$ cat src/rtl/minibyte_bus_arbiter.sv
// rtl/minibyte_bus_arbiter.sv - two-port round-robin arbiter for the shared minibyte memory/IO bus
// Fixed-length bus cycles with registered outputs, one-cycle acks and a turnaround cycle after writes.
module minibyte_bus_arbiter #(
    parameter int ADDR_W        = 7,
    parameter int DATA_W        = 8,
    parameter int ACCESS_CYCLES = 2
) (
    input  logic              clk_in,
    input  logic              rst_in,
    input  logic              m0_req,
    input  logic              m0_we,
    input  logic [ADDR_W-1:0] m0_addr,
    input  logic [DATA_W-1:0] m0_wdata,
    output logic              m0_ack,
    output logic [DATA_W-1:0] m0_rdata,
    input  logic              m1_req,
    input  logic              m1_we,
    input  logic [ADDR_W-1:0] m1_addr,
    input  logic [DATA_W-1:0] m1_wdata,
    output logic              m1_ack,
    output logic [DATA_W-1:0] m1_rdata,
    input  logic [DATA_W-1:0] data_in,
    output logic [ADDR_W-1:0] addr_out,
    output logic [DATA_W-1:0] data_out,
    output logic              we_out,
    output logic              drive_out,
    output logic [1:0]        grant_out
);

    localparam int CNT_W = 4;
    localparam logic [CNT_W-1:0] CNT_LOAD = CNT_W'(ACCESS_CYCLES - 1);

    typedef enum logic [1:0] {IDLE, ACCESS, DONE, TURN} state_t;

    state_t            state_q, state_d;
    logic [CNT_W-1:0]  cnt_q, cnt_d;
    logic              port_q, port_d;
    logic              we_q, we_d;
    logic              last_grant_q, last_grant_d;
    logic [ADDR_W-1:0] addr_q, addr_d;
    logic [DATA_W-1:0] data_out_q, data_out_d;
    logic              we_out_q, we_out_d;
    logic              drive_out_q, drive_out_d;
    logic [1:0]        grant_q, grant_d;
    logic              m0_ack_q, m0_ack_d;
    logic              m1_ack_q, m1_ack_d;
    logic [DATA_W-1:0] m0_rdata_q, m0_rdata_d;
    logic [DATA_W-1:0] m1_rdata_q, m1_rdata_d;
    logic              sel;

    always_comb begin
        state_d      = state_q;
        cnt_d        = cnt_q;
        port_d       = port_q;
        we_d         = we_q;
        last_grant_d = last_grant_q;
        addr_d       = addr_q;
        data_out_d   = data_out_q;
        we_out_d     = we_out_q;
        drive_out_d  = drive_out_q;
        grant_d      = grant_q;
        m0_ack_d     = 1'b0;
        m1_ack_d     = 1'b0;
        m0_rdata_d   = '0;
        m1_rdata_d   = '0;
        // On a tie the port that did not win last time takes the bus.
        sel          = (m0_req && m1_req) ? ~last_grant_q : m1_req;

        case (state_q)
            IDLE: begin
                if (m0_req || m1_req) begin
                    port_d      = sel;
                    we_d        = sel ? m1_we : m0_we;
                    addr_d      = sel ? m1_addr : m0_addr;
                    data_out_d  = we_d ? (sel ? m1_wdata : m0_wdata) : '0;
                    we_out_d    = we_d;
                    drive_out_d = we_d;
                    grant_d     = sel ? 2'b10 : 2'b01;
                    cnt_d       = CNT_LOAD;
                    state_d     = ACCESS;
                end
            end
            ACCESS: begin
                if (cnt_q == '0) begin
                    state_d     = DONE;
                    we_out_d    = 1'b0;
                    drive_out_d = 1'b0;
                    data_out_d  = '0;
                    if (port_q) begin
                        m1_ack_d   = 1'b1;
                        m1_rdata_d = we_q ? '0 : data_in;
                    end else begin
                        m0_ack_d   = 1'b1;
                        m0_rdata_d = we_q ? '0 : data_in;
                    end
                end else begin
                    cnt_d = cnt_q - CNT_W'(1);
                end
            end
            DONE: begin
                last_grant_d = port_q;
                addr_d       = '0;
                data_out_d   = '0;
                we_out_d     = 1'b0;
                drive_out_d  = 1'b0;
                grant_d      = 2'b00;
                state_d      = we_q ? TURN : IDLE;
            end
            TURN: begin
                state_d = IDLE;
            end
            default: begin
                state_d = IDLE;
            end
        endcase
    end

    always_ff @(posedge clk_in or posedge rst_in) begin
        if (rst_in) begin
            state_q      <= IDLE;
            cnt_q        <= '0;
            port_q       <= 1'b0;
            we_q         <= 1'b0;
            last_grant_q <= 1'b1;
            addr_q       <= '0;
            data_out_q   <= '0;
            we_out_q     <= 1'b0;
            drive_out_q  <= 1'b0;
            grant_q      <= 2'b00;
            m0_ack_q     <= 1'b0;
            m1_ack_q     <= 1'b0;
            m0_rdata_q   <= '0;
            m1_rdata_q   <= '0;
        end else begin
            state_q      <= state_d;
            cnt_q        <= cnt_d;
            port_q       <= port_d;
            we_q         <= we_d;
            last_grant_q <= last_grant_d;
            addr_q       <= addr_d;
            data_out_q   <= data_out_d;
            we_out_q     <= we_out_d;
            drive_out_q  <= drive_out_d;
            grant_q      <= grant_d;
            m0_ack_q     <= m0_ack_d;
            m1_ack_q     <= m1_ack_d;
            m0_rdata_q   <= m0_rdata_d;
            m1_rdata_q   <= m1_rdata_d;
        end
    end

    assign addr_out  = addr_q;
    assign data_out  = data_out_q;
    assign we_out    = we_out_q;
    assign drive_out = drive_out_q;
    assign grant_out = grant_q;
    assign m0_ack    = m0_ack_q;
    assign m1_ack    = m1_ack_q;
    assign m0_rdata  = m0_rdata_q;
    assign m1_rdata  = m1_rdata_q;

endmodule

$ cat config.mk
export PLATFORM = sky130hd
export DESIGN_NAME = minibyte_bus_arbiter
export DESIGN_NICKNAME = d
export VERILOG_FILES = /design/src/rtl/minibyte_bus_arbiter.sv
export SDC_FILE = /design/constraint.sdc
export NUM_CORES = 1
export LEC_CHECK = 0
export CORE_MARGIN = 2
export CORE_UTILIZATION = 45
export CTS_BUF_LIST = sky130_fd_sc_hd__clkbuf_8
export CTS_CLUSTER_SIZE = 16
export DETAILED_ROUTE_END_ITERATION = 8
export GPL_TIMING_DRIVEN = 0
export PLACE_DENSITY = 0.82
export SLEW_MARGIN = 20
export SYNTH_ARGS = -nofsm -noshare
export SYNTH_HDL_FRONTEND = slang
export SYNTH_SLANG_ARGS = --single-unit
$ cat constraint.sdc
create_clock -name clk_in -period 2.6 [get_ports clk_in]
set_input_delay 0.52 -clock clk_in [delete_from_list [all_inputs] [get_ports clk_in]]
set_output_delay 0.52 -clock clk_in [all_outputs]
set_load 0.01 [all_outputs]
# After elaboration in Yosys (flattened, before gate mapping)
# Cells that the tools add are included.
# W data, S select, Z words.
[op_classes] add_sub_neg=1 eq_ne=6 muxes=36 bitwise=1 reduce_logical=12
[ops] op="$mux W8" n=11
[ops] op="$pmux W8 S3" n=1
[ops] op="$mux W7" n=2
[ops] op="$pmux W7 S2" n=1
[ops] op="$mux W1" n=10
[ops] op="$mux W2" n=5
[ops] op="$mux W4" n=2
[ops] op="$pmux W2 S4" n=1
[ops] op="$pmux W4 S2" n=1
[ops] op="$ne A2 B2 Y1 const B" n=3
[ops] op="$reduce_and A2 Y1" n=3
[ops] op="$reduce_and A3 Y1" n=2
[ops] op="$eq A2 B2 Y1 const B" n=2
[ops] op="$logic_not A4 Y1" n=1
[ops] op="$pmux W2 S2" n=1
[ops] op="$reduce_bool A2 Y1" n=2
[ops] op="$sub A4 B1 Y4 const B" n=1
[ops] op="$pmux W1 S3" n=1
[ops] op="$reduce_bool A3 Y1" n=1
[ops] op="$eq A2 B1 Y1 const B" n=1
[ops] op="$logic_not A2 Y1" n=1
[ops] op="$logic_and A1 B1 Y1" n=1
[ops] op="$logic_or A1 B1 Y1" n=1
[ops] op="$not A1 Y1" n=1
[totals] register_bits=45 in_bits=44 output_inout_bits=37 elab_cells=69

# Depth between registers and ports, before layout
[depth] depth_word=6 mapped_depth=7

# Worst setup path before layout
# Ideal clock, no wire load.
[synth_timing] kind="register to register" startpoint="register cnt_q[0]" endpoint="register data_out_q[0], in the netlist data_out[0]" setup_time_ps=121 arrival_ps=1667 required_ps=2479 path_slack_ps=812 path_stages_with_launch=7 n_path_buf=1 synth_period_minus_slack_ps=1788 path_cell_list="dfrtp_1 inv_1 ha_1 or3b_4 a211o_1 buf_2 a22o_1"
[synth_between] elab_chain_cells=3
[synth_rtl] item="start: declaration" line="36" rtl="logic [CNT_W-1:0] cnt_q, cnt_d;"
[synth_rtl] item="start signal: assignment" line="136" rtl="cnt_q <= cnt_d;"
[synth_rtl] item="$logic_not A4 Y1" line="84" rtl="if (cnt_q == '0) begin"
[synth_rtl] item="$ne A2 B2 Y1 (no source line)"
[synth_rtl] item="$reduce_and A3 Y1 (no source line)"
[synth_rtl] item="end signal: assignment" line="141" rtl="data_out_q <= data_out_d;"
[synth_rtl] item="end: declaration" line="41" rtl="logic [DATA_W-1:0] data_out_q, data_out_d;"
# Every way passes these cells.
# A chain may end at the register's enable or synchronous reset.

# Final worst setup path
[layout_timing] startpoint="input m0_req" endpoint="register we_q"
[layout_between] elab_chain_cells=3
[layout_rtl] item="start: declaration" line="10" rtl="input logic m0_req,"
[layout_rtl] item="$logic_and A1 B1 Y1" line="67" rtl="sel = (m0_req && m1_req) ? ~last_grant_q : m1_req;"
[layout_rtl] item="$mux W1" line="67"
[layout_rtl] item="$mux W1" line="73" rtl="we_d = sel ? m1_we : m0_we;"
[layout_rtl] item="end signal: assignment" line="138" rtl="we_q <= we_d;"
[layout_rtl] item="end: declaration" line="38" rtl="logic we_q, we_d;"
# Several ways; a longest one is shown, not always the timed one.

==> summary.md <==
| Metric | Value |
|---|---|
| Vias | 1732 |
| P_sw | 1.027 mW |
| Overall Global Routing Usage | 19.12% |
| Crit path max-delay cell type | clkdlybuf4s50_1 |
| Die Footprint | about 5300 µm² |
| Detail Route Antenna Nets | 0 |
| Initial antenna violation count | 0 |
| Max Slew Vio Count | 0 |
| Final Hold Viols | 0 |
| Layout Area Growth over Synthesis | 46.72% |
| Worst EP required | 2750 ps |
| Status | finished, final reports clean |
| Net Sw Frac | 35.24% |
| Vias per std cell | 5.170 |
| Core Box Area | ~4400 µm² |
| Met3 wire length | around 340 µm |
| CP delay by family, top | buffers and inverters |
| WP depth | 6 |
| Top sig layer | met4 |
| Post-Synth XOR/XNOR Area | 0% |
| Clock network power share | 18.5% |
| Dpl cells | 327 |
| Combinational Power Share | a little under half |
| Worst setup SP type | input port |
| Share of the synthesized area in the top cell type | 51.98% |
| TNS Setup | 0 ps |
| Worst slew pin tran | 608.2 ps |
| Layout Nets | around 330 |
| Kind of critical path | input port to flip-flop |
| Io pins | roughly 80 |
| DIE WIDTH | 72.61 µm |
| Post-DP HPWL | 3612 µm |
| Largest net degree at the start of global routing | 25 |
| Clk buf depth | 2 |
| Syn Nets | about 250 |
| Overflow after GRT | 0 |
| Max Fanout on Critical Path | 10 |
| Clock skew | 4.980 ps |
| Worst Setup End Kind | flip-flop |
| CP max stage delay | 590 ps |
| Combinational family with the most area after synthesis | simple AND/OR/NAND/NOR gates |
| Max VDD drop | about 0.5 mV |
| RSZ-0062 raised after global routing | false |
| Clock slew at reported path FFs | 80 ps |
| Final setup vio count | 0 |
| Min setup slack post-route | 518.2 ps |
| Clock sinks | between 40 and 50 |
| Synth area leaders | dfrtp_1, mux2i_1, ha_1, nand2_1, a221o_1 |
| WL/cell | ~15 µm |
| Buf/Inv on CP | 3 |
| R2R depth | 7 |
| Die Span Y | 72.61 µm |
| Initial core utilization | 47.66% |
| Resized cells post-CTS | 0 |
| CTS root buffer | clkbuf_8 |
| Number of antenna diodes | 0 |
| FF+latch count, synth | 45 |
| Max-cap violations | 0 |
| Pre-CTS setup slack | around 210 ps |
| Leakage power | 1.443 nW |
| Fin Hold WS | 493.9 ps |
| Internal power | roughly 1.9 mW |
| CTS tree | yes |
| Pwr per Cell Area | ~940 nW/µm² |
| Hold depth | 1 |
| Flop pwr share | 34.8% |
| Routability cong. | 0.8129 |
| Fill cell count | 340 |
| Cell Chain, Critical Path | clkdlybuf4s50_1 > a21bo_2 > buf_2 > buf_2 > mux2i_1 > o21ai_0 |
| Synth Area in Compound Gates | 14.35% |
| Yosys top cell by area | dfrtp_1 |
| Sequential cell area | about 1100 µm² |
| Syn avg cell area | 10.81 µm² |
| IO Port Bufs | 78 |
| Final period utilization | 80.07% |
| WL final | 4934 µm |
| DR iter-0 viols | 139 |
| Met1 wire length | 2152 µm |
| DRC | 0 |
| Worst slew margin | 59.03% |
| Htree depth | 2 |
| Synth Instances | between 150 and 200 |
| Cts hold-fix bufs | 0 |
| # rows | 24 |
| CTS Buf Count | 5 |
| Adder-cell area share of the yosys netlist | 4.135% |
| Mux cell area share after synthesis | 6.734% |
| Post-Synth Simple-Gate Area | between 10% and 20% |
| Wire length on met2 | 2410 µm |
| Fin crit period | 2082 ps |
| Number of synthesis warnings | 0 |
| Area of the multi-input gates | slightly below 900 µm² |
| Clk Latency, worst-skew pair | 300 ps |
| Arrival time worst endpoint | 2240 ps |
| Worst min-delay path class | flip-flop to flip-flop |
| Share of layout cells above drive strength 1 | 8.834% |
| Most Frequent Cell on Critical Path | buf_2 |
| Fmax | about 0.48 GHz |
| Unique masters post-synth | 38 |
| Register area share after synthesis | 53.22% |
| First-pass DRT Iterations | 5 |
| Final Non-Filler Cells | 335 |
| Synth Cell Area | 2118 µm² |
| Postcts setup bufs | 0 |
| First-pass GRT wire length | 7872 µm |
| Vias in the first global route | around 1700 |
==> logic make-up (layout without fill, tap and decap cells) <==
| group | count (synthesis) | count (layout) |
|---|---|---|
| buffers and inverters | 27 | 114 |
| multiplexers | 14 | 14 |
| adder cells (fa/ha/maj) | 7 | 7 |
| AND/OR/NAND/NOR | 67 | 67 |
| AO/OA/AOI/OAI | 36 | 36 |
| flip-flops | 45 | 45 |
==> worst reg2reg max path: stages, from the launching register on <==
cell      delay, ps
dfrtp_1         410
inv_1           140
ha_1            160
clkbuf_2        170
nand2b_1         70
clkbuf_1        210
nor3b_2         540
a221o_1         270
==> metrics by stage <==
stage / util (%) / power, mW / cell area, µm²
final: 69.93 / 2.915 / 3108
after global routing: 69.93 / 3.110 / 3108
after CTS: 69.93 / 2.927 / 3108
after detailed placement: 67.31 / 2.383 / 2992
after global placement: 66.69 / 2.342 / 2964
after floorplan: - / 1.861 / 2118
==> power by group through the flow <==
stage	logic [mW]	registers, mW	clock network [mW]
3_3_place_gp	1.32	1.02	0
3_5_place_dp	1.36	1.02	0
2_1_floorplan	0.802	1.06	0
4_1_cts	1.37	1.01	0.546
6_report	1.36	1.01	0.540
5_1_grt	1.50	1.04	0.573
==> metal layers <==
metal	vias to the layer above	GRT usage (%)
li1	847	-
met2	73	32.32
met1	807	24.89
met4	0	3.704
met3	5	5.249
met5	-	0
==> cells in the final DEF (no fill, tap or decap), types with 5 or more instances in the layout <==
cell	Yosys	final
inv_1	16	16
a221o_1	7	7
dfrtp_1	44	44
clkdlybuf4s50_1	0	78
nor2_1	18	18
ha_1	7	7
nor3_1	8	8
nand2_1	20	20
a22o_1	8	8
mux2i_1	12	12
clkbuf_8	0	6
o21ai_0	5	5
nand2b_1	10	10
clkbuf_1	6	6
==> area by class of cell <==
cell class              count  share of cell area, %
clock inverters             2                  1.087
flip-flops and latches     45                  36.27
repair buffers             79                  26.01
multi-input cells         124                  28.34
inverters                  16                  1.932
clock buffers               6                  2.657
plain buffers              11                  1.610
well taps                  52                  2.093
==> synth_stat cells <==
| master | instances |
|---|---|
| dfrtp_1 | 44 |
| o21ai_2 | 1 |
| and4bb_4 | 1 |
| o2bb2ai_1 | 2 |
| a211o_1 | 1 |
| o211ai_1 | 2 |
| buf_2 | 3 |
| nor4b_1 | 1 |
| nor3_1 | 8 |
| inv_1 | 16 |
| o21ai_0 | 5 |
| buf_4 | 1 |
| a2111oi_4 | 1 |
| nor3b_2 | 2 |
| a22oi_1 | 1 |
| clkbuf_1 | 6 |
| a21o_1 | 1 |
| ha_1 | 7 |
| dfstp_2 | 1 |
| mux2i_1 | 12 |
| or3b_4 | 1 |
| nand2b_1 | 10 |
| or3b_2 | 1 |
| nand2_1 | 20 |
| clkbuf_2 | 1 |
| a21oi_1 | 3 |
| mux2_2 | 2 |
| nor2b_1 | 1 |
| nor4_1 | 1 |
| a22o_1 | 8 |
| nor3b_1 | 1 |
| a221o_1 | 7 |
| nand3_1 | 1 |
| o21bai_1 | 2 |
| nor2_1 | 18 |
| a21bo_2 | 1 |
| o22ai_1 | 1 |
| or3_1 | 1 |
==> worst paths after layout <==
check	from	end	slack [ps]
max	m0_req	we_q$_DFFE_PP0P_	520
min	grant_out[1]$_DFFE_PP0P_	grant_out[1]$_DFFE_PP0P_	490
max reg2reg	state_q[1]$_DFFE_PP0P_	addr_out[2]$_DFFE_PP0P_	580
min reg2reg	grant_out[1]$_DFFE_PP0P_	grant_out[1]$_DFFE_PP0P_	490
max in group asynchronous	rst_in	last_grant_q$_DFFE_PP1P_	1450
min in group asynchronous	rst_in	addr_out[6]$_DFFE_PP0P_	580
==> registers in the layout, indices dropped and copies added (netlist names), 2 cells and up <==
register,flops
m0_rdata,8
state_q,2
cnt_q,4
grant_out,2
addr_out,7
m1_rdata,8
data_out,8
(Power assumes the default switching activity.)
